**config.mk**
```make
export PLATFORM = sky130hd
export DESIGN_NAME = ram_bus_arbiter
export DESIGN_NICKNAME = d
export VERILOG_FILES = /design/src/rtl/ram_bus_arbiter.sv
export SDC_FILE = /design/constraint.sdc
export NUM_CORES = 1
export LEC_CHECK = 0
export ABC_AREA = 1
export ABC_CLOCK_PERIOD_IN_PS = 5850
export CORE_ASPECT_RATIO = 0.75
export CORE_MARGIN = 3
export CORE_UTILIZATION = 45
export CTS_CLUSTER_DIAMETER = 120
export DETAILED_ROUTE_END_ITERATION = 12
export HOLD_SLACK_MARGIN = 0.05
export PLACE_DENSITY_LB_ADDON = 0.15
export SLEW_MARGIN = 15
export SYNTH_ARGS = -nofsm -noshare
export SYNTH_HDL_FRONTEND = slang
export SYNTH_SLANG_ARGS = --single-unit
```
**constraint.sdc**
```tcl
create_clock -name clk -period 5.85 [get_ports clk]
set_clock_uncertainty 0.15 [all_clocks]
set_input_delay 0.585 -clock clk [delete_from_list [all_inputs] [get_ports clk]]
set_output_delay 0.585 -clock clk [all_outputs]
set_load 0.03 [all_outputs]
```
**src/rtl/ram_bus_arbiter.sv**
```systemverilog
// Two-master round-robin front end for a single-port synchronous RAM.
// One access per transaction, fixed IDLE->ACCESS->CAPTURE->DONE sequence.
module ram_bus_arbiter #(
    parameter int AW = 5,
    parameter int DW = 32
) (
    input  logic          clk,
    input  logic          reset,
    input  logic          m0_req,
    input  logic          m0_we,
    input  logic [AW-1:0] m0_addr,
    input  logic [DW-1:0] m0_wdata,
    output logic          m0_gnt,
    output logic          m0_done,
    output logic [DW-1:0] m0_rdata,
    input  logic          m1_req,
    input  logic          m1_we,
    input  logic [AW-1:0] m1_addr,
    input  logic [DW-1:0] m1_wdata,
    output logic          m1_gnt,
    output logic          m1_done,
    output logic [DW-1:0] m1_rdata,
    output logic          busy,
    output logic          ram_cen,
    output logic          ram_wen,
    output logic [AW-1:0] ram_addr,
    output logic [DW-1:0] ram_din,
    input  logic [DW-1:0] ram_dout
);

    typedef enum logic [1:0] {
        IDLE    = 2'd0,
        ACCESS  = 2'd1,
        CAPTURE = 2'd2,
        DONE    = 2'd3
    } state_t;

    state_t        state_q;
    logic          rr_q;     // 1: master 1 wins a tie
    logic          owner_q;  // master currently holding the bus
    logic          m0_gnt_q;
    logic          m1_gnt_q;
    logic          m0_done_q;
    logic          m1_done_q;
    logic [DW-1:0] m0_rdata_q;
    logic [DW-1:0] m1_rdata_q;
    logic          busy_q;
    logic          ram_cen_q;
    logic          ram_wen_q;
    logic [AW-1:0] ram_addr_q;
    logic [DW-1:0] ram_din_q;

    logic          win_vld_d;
    logic          win_sel_d;
    logic          win_we_d;
    logic [AW-1:0] win_addr_d;
    logic [DW-1:0] win_wdata_d;

    always_comb begin
        win_vld_d   = m0_req | m1_req;
        win_sel_d   = (m0_req & m1_req) ? rr_q : m1_req;
        win_we_d    = win_sel_d ? m1_we    : m0_we;
        win_addr_d  = win_sel_d ? m1_addr  : m0_addr;
        win_wdata_d = win_sel_d ? m1_wdata : m0_wdata;
    end

    always_ff @(posedge clk or posedge reset) begin
        if (reset) begin
            state_q    <= IDLE;
            rr_q       <= 1'b0;
            owner_q    <= 1'b0;
            m0_gnt_q   <= 1'b0;
            m1_gnt_q   <= 1'b0;
            m0_done_q  <= 1'b0;
            m1_done_q  <= 1'b0;
            m0_rdata_q <= '0;
            m1_rdata_q <= '0;
            busy_q     <= 1'b0;
            ram_cen_q  <= 1'b0;
            ram_wen_q  <= 1'b0;
            ram_addr_q <= '0;
            ram_din_q  <= '0;
        end else begin
            case (state_q)
                IDLE: begin
                    if (win_vld_d) begin
                        ram_cen_q  <= 1'b1;
                        ram_wen_q  <= win_we_d;
                        ram_addr_q <= win_addr_d;
                        ram_din_q  <= win_wdata_d;
                        m0_gnt_q   <= ~win_sel_d;
                        m1_gnt_q   <= win_sel_d;
                        owner_q    <= win_sel_d;
                        rr_q       <= ~win_sel_d;
                        busy_q     <= 1'b1;
                        state_q    <= ACCESS;
                    end else begin
                        ram_cen_q  <= 1'b0;
                        ram_wen_q  <= 1'b0;
                        ram_addr_q <= '0;
                        ram_din_q  <= '0;
                    end
                end
                // The RAM samples cen/wen/addr/din on this edge
                ACCESS: begin
                    ram_cen_q <= 1'b0;
                    ram_wen_q <= 1'b0;
                    state_q   <= CAPTURE;
                end
                CAPTURE: begin
                    if (owner_q) begin
                        m1_rdata_q <= ram_dout;
                        m1_done_q  <= 1'b1;
                    end else begin
                        m0_rdata_q <= ram_dout;
                        m0_done_q  <= 1'b1;
                    end
                    state_q <= DONE;
                end
                DONE: begin
                    m0_done_q  <= 1'b0;
                    m1_done_q  <= 1'b0;
                    m0_gnt_q   <= 1'b0;
                    m1_gnt_q   <= 1'b0;
                    busy_q     <= 1'b0;
                    ram_addr_q <= '0;
                    ram_din_q  <= '0;
                    state_q    <= IDLE;
                end
                default: state_q <= IDLE;
            endcase
        end
    end

    assign m0_gnt   = m0_gnt_q;
    assign m1_gnt   = m1_gnt_q;
    assign m0_done  = m0_done_q;
    assign m1_done  = m1_done_q;
    assign m0_rdata = m0_rdata_q;
    assign m1_rdata = m1_rdata_q;
    assign busy     = busy_q;
    assign ram_cen  = ram_cen_q;
    assign ram_wen  = ram_wen_q;
    assign ram_addr = ram_addr_q;
    assign ram_din  = ram_din_q;

endmodule
```
==> flow_results.xml <==
<?xml version="1.0" encoding="UTF-8"?>
<metrics>
  <group name="status">
    <metric name="run_status" unit="">complete, no violations</metric>
  </group>
  <group name="yosys">
    <metric name="synth_unique_cells" unit="">21</metric>
    <metric name="ys_seq_area_frac" unit="">0.566</metric>
    <metric name="yosysWarningCount" unit="">0</metric>
    <metric name="syn-num-nets" unit="">696</metric>
    <metric name="post_synth.cell_area_avg" unit="um2">8.54</metric>
    <metric name="mappedNetlistArea" unit="um2">4950</metric>
    <metric name="number_of_synthesized_flops_with_an_enable_pin" unit="">0</metric>
    <metric name="yosys_most_used_dff" unit="">sky130_fd_sc_hd__dfrtp_1</metric>
    <metric name="synth_cells" unit="">580</metric>
    <metric name="ys_async_sr_fraction" unit="">1.00</metric>
    <metric name="flop_and_latch_count_out_of_synthesis" unit="">112</metric>
  </group>
  <group name="final_layout">
    <metric name="layout.cells.most_common_list" unit="">219 x sky130_fd_sc_hd__clkdlybuf4s50_1, 191 x sky130_fd_sc_hd__nand2_1, 112 x sky130_fd_sc_hd__dfrtp_1</metric>
    <metric name="final_util" unit="">0.713</metric>
    <metric name="layout-drive-gt1-share" unit="">0.0356</metric>
    <metric name="syn2layout_area_growth" unit="%">50.9</metric>
    <metric name="diodes" unit="">0</metric>
    <metric name="layout_commonest_cell" unit="">sky130_fd_sc_hd__clkdlybuf4s50_1</metric>
    <metric name="total_number_of_nets_in_the_final_design" unit="">899</metric>
  </group>
  <group name="global_routing">
    <metric name="grt_util_met1" unit="">0.285</metric>
    <metric name="global_route.peak_usage_layer" unit="">met2</metric>
    <metric name="grt_util_met3" unit="">0.0728</metric>
    <metric name="grt_pass1_wl" unit="um">23000</metric>
    <metric name="track_usage" unit="">0.229</metric>
    <metric name="antenna_found_initial" unit="">0</metric>
    <metric name="grtUsageMet2" unit="">0.385</metric>
    <metric name="first_global_vias" unit="">4617</metric>
    <metric name="grt.overflow.total" unit="">0</metric>
    <metric name="grt_start_max_net_pins" unit="">76</metric>
  </group>
  <group name="cts">
    <metric name="postCtsResizedCells" unit="">0</metric>
    <metric name="clock_sink_total" unit="">112</metric>
    <metric name="cts.root.buffer_cell" unit="">sky130_fd_sc_hd__clkbuf_16</metric>
    <metric name="hold_buffers" unit="">0</metric>
    <metric name="post_cts.repair.setup_buffers" unit="">0</metric>
    <metric name="clock_path_buffers" unit="">2</metric>
    <metric name="tritoncts" unit="">yes</metric>
    <metric name="clk-insertion-delay-late" unit="ps">340</metric>
    <metric name="h_tree_depth" unit="">3</metric>
    <metric name="cts_inserted_buffers" unit="">9</metric>
    <metric name="path_clk_slew" unit="ps">70</metric>
  </group>
  <group name="placement">
    <metric name="gp_congestion" unit="">0.836</metric>
    <metric name="port-buffer-count" unit="">219</metric>
    <metric name="place_hpwl" unit="um">9870</metric>
    <metric name="dp_worst_setup_slack" unit="ps">3160</metric>
  </group>
  <group name="detailed_routing">
    <metric name="remaining_antenna_violation_count_after_routing" unit="">0</metric>
    <metric name="drt_pre_antenna_iters" unit="">7</metric>
    <metric name="detailroute.via_count" unit="">4522</metric>
    <metric name="remaining_drc_errors" unit="">0</metric>
    <metric name="post_drt_wl_per_cell" unit="um">14.9</metric>
    <metric name="via_cell_ratio" unit="">4.90</metric>
    <metric name="first_iter_violations" unit="">247</metric>
    <metric name="postRouteWirelength" unit="um">13800</metric>
  </group>
  <group name="floorplan">
    <metric name="initial_core_util" unit="">0.472</metric>
    <metric name="die_height" unit="um">96.9</metric>
    <metric name="horizontal_die_dimension" unit="um">127</metric>
    <metric name="design.die.area" unit="um2">12300</metric>
    <metric name="io_pins" unit="">220</metric>
    <metric name="number_of_rows_in_the_core_area" unit="">32</metric>
    <metric name="fp.coreArea" unit="um2">10500</metric>
  </group>
  <group name="sta">
    <metric name="tightestPinTransition" unit="ps">1030</metric>
    <metric name="relSlewSlack" unit="">0.315</metric>
    <metric name="final_hold_violation_count" unit="">0</metric>
    <metric name="setup-tns-final" unit="ps">0</metric>
    <metric name="layout_worst_path_cycle_share" unit="">0.399</metric>
    <metric name="least_setup_slack_across_all_paths_after_layout" unit="ps">3520</metric>
    <metric name="final_max_slew_viol_count" unit="">0</metric>
    <metric name="grt_setup_unrepaired" unit="">no</metric>
    <metric name="finish_stage_setup_viols" unit="">0</metric>
    <metric name="max_clock_freq" unit="GHz">0.429</metric>
    <metric name="period_needed" unit="ps">2330</metric>
  </group>
  <group name="critical_path">
    <metric name="crit_path_end_kind" unit="">register</metric>
    <metric name="critical_path.max_fanout" unit="">39</metric>
    <metric name="worst_setup_path_start_kind" unit="">input pin</metric>
    <metric name="timing.critical_path.cells" unit="">clkdlybuf4s50_1 -&gt; nand2_1 -&gt; buf_4 -&gt; nand2_1 -&gt; buf_4 -&gt; nand2_1 -&gt; nand3_1 -&gt; nand2_1</metric>
    <metric name="worstPathArrival" unit="ps">2410</metric>
    <metric name="critical_path_required" unit="ps">5930</metric>
    <metric name="path_class" unit="">in -&gt; reg</metric>
    <metric name="slowest_stage" unit="">sky130_fd_sc_hd__clkdlybuf4s50_1</metric>
    <metric name="critical_path.most_common_cell" unit="">sky130_fd_sc_hd__nand2_1</metric>
    <metric name="worst_path_largest_cell_delay" unit="ps">520</metric>
  </group>
  <group name="pwr">
    <metric name="leakagePower" unit="nW">3.68</metric>
    <metric name="total_power" unit="mW">4.40</metric>
    <metric name="pwr_density_cell" unit="nW/um2">588</metric>
    <metric name="ir_worst_vdd" unit="mV">0.300</metric>
  </group>
  <group name="run">
    <metric name="cap_viol_max_count" unit="">0</metric>
  </group>
  <group name="min_path">
    <metric name="timing.hold.worst.class" unit="">reg -&gt; reg</metric>
  </group>
</metrics>
[per-stage QoR]
stage	hold WS (ps)	cells	area (um2)
6_report	327	923	7480
5_1_grt	352	923	7480
4_1_cts	333	923	7470
3_5_place_dp	315	908	7200
3_3_place_gp	311	908	7200
2_1_floorplan	314	580	4950
[routing by layer]
layer	share of wire	wire, um
met5	0	0
met4	0.021	284
met3	0.074	1020
met2	0.49	6760
met1	0.41	5690
[synth_stat cells, drive strengths merged (2+ instances only)]
| master | count | area, um2 |
|---|---|---|
| nand2 | 192 | 721 |
| dfrtp | 112 | 2800 |
| inv | 82 | 308 |
| o21ai | 67 | 335 |
| nand3 | 40 | 200 |
| nand3b | 38 | 285 |
| buf | 21 | 118 |
| clkbuf | 11 | 41.3 |
| nor2 | 6 | 46.3 |
| ha | 4 | 50.1 |
| o22ai | 2 | 12.5 |
[kinds of logic (layout without fill, tap and decap cells)]
| family | after synthesis | after routing | synth area share |
|---|---|---|---|
| adders and majority gates | 4 | 4 | 0.0101 |
| AOI/OAI and AO/OA | 72 | 72 | 0.0743 |
| and+or+nand+nor | 278 | 278 | 0.256 |
| buffers and inverters | 114 | 321 | 0.0942 |
| DFF | 112 | 112 | 0.566 |
[path summary, 6_finish.rpt]
check	from	end	slack [ps]	cells past startpoint
worst max register to register	state_q[0]	ram_din[15]	3540	7
min in group asynchronous	reset	m1_rdata[18]	470	2
worst min register to register	ram_din[6]	ram_din[6]	330	2
max in group asynchronous	reset	m1_rdata[11]	3760	3
worst max-delay path	m0_req	ram_din[15]	3520	8
worst min-delay path	ram_din[6]	ram_din[6]	330	2
[state kept, by name (all words and copies together) (netlist names)]
signal    cells
m0_rdata     32
m1_rdata     32
ram_din      32
ram_addr      5
state_q       2
busy          1
m0_done       1
m0_gnt        1
m1_done       1
m1_gnt        1
owner_q       1
ram_cen       1
ram_wen       1
rr_q          1
[layout make-up]
cell class / instances / area [um2]
clock buffer: 9 / 225
clock inverter: 6 / 46.3
fill: 844 / 3010
inverter: 82 / 310
multi-input combinational: 354 / 1690
sequential: 112 / 2800
tap: 136 / 170
timing repair buffer: 224 / 2230
[critical path: cells and delay by family]
family                 cells  cell delay [ps]
AND/OR/NAND/NOR            5              660
buffers and inverters      3             1150
[power breakdown]
part	switching [mW]	leakage (nW)	internal, mW
registers	0.207	1.39	1.15
logic	1.53	2.16	0.950
clock network	0.276	0.128	0.289
(Power assumes the default switching activity.)
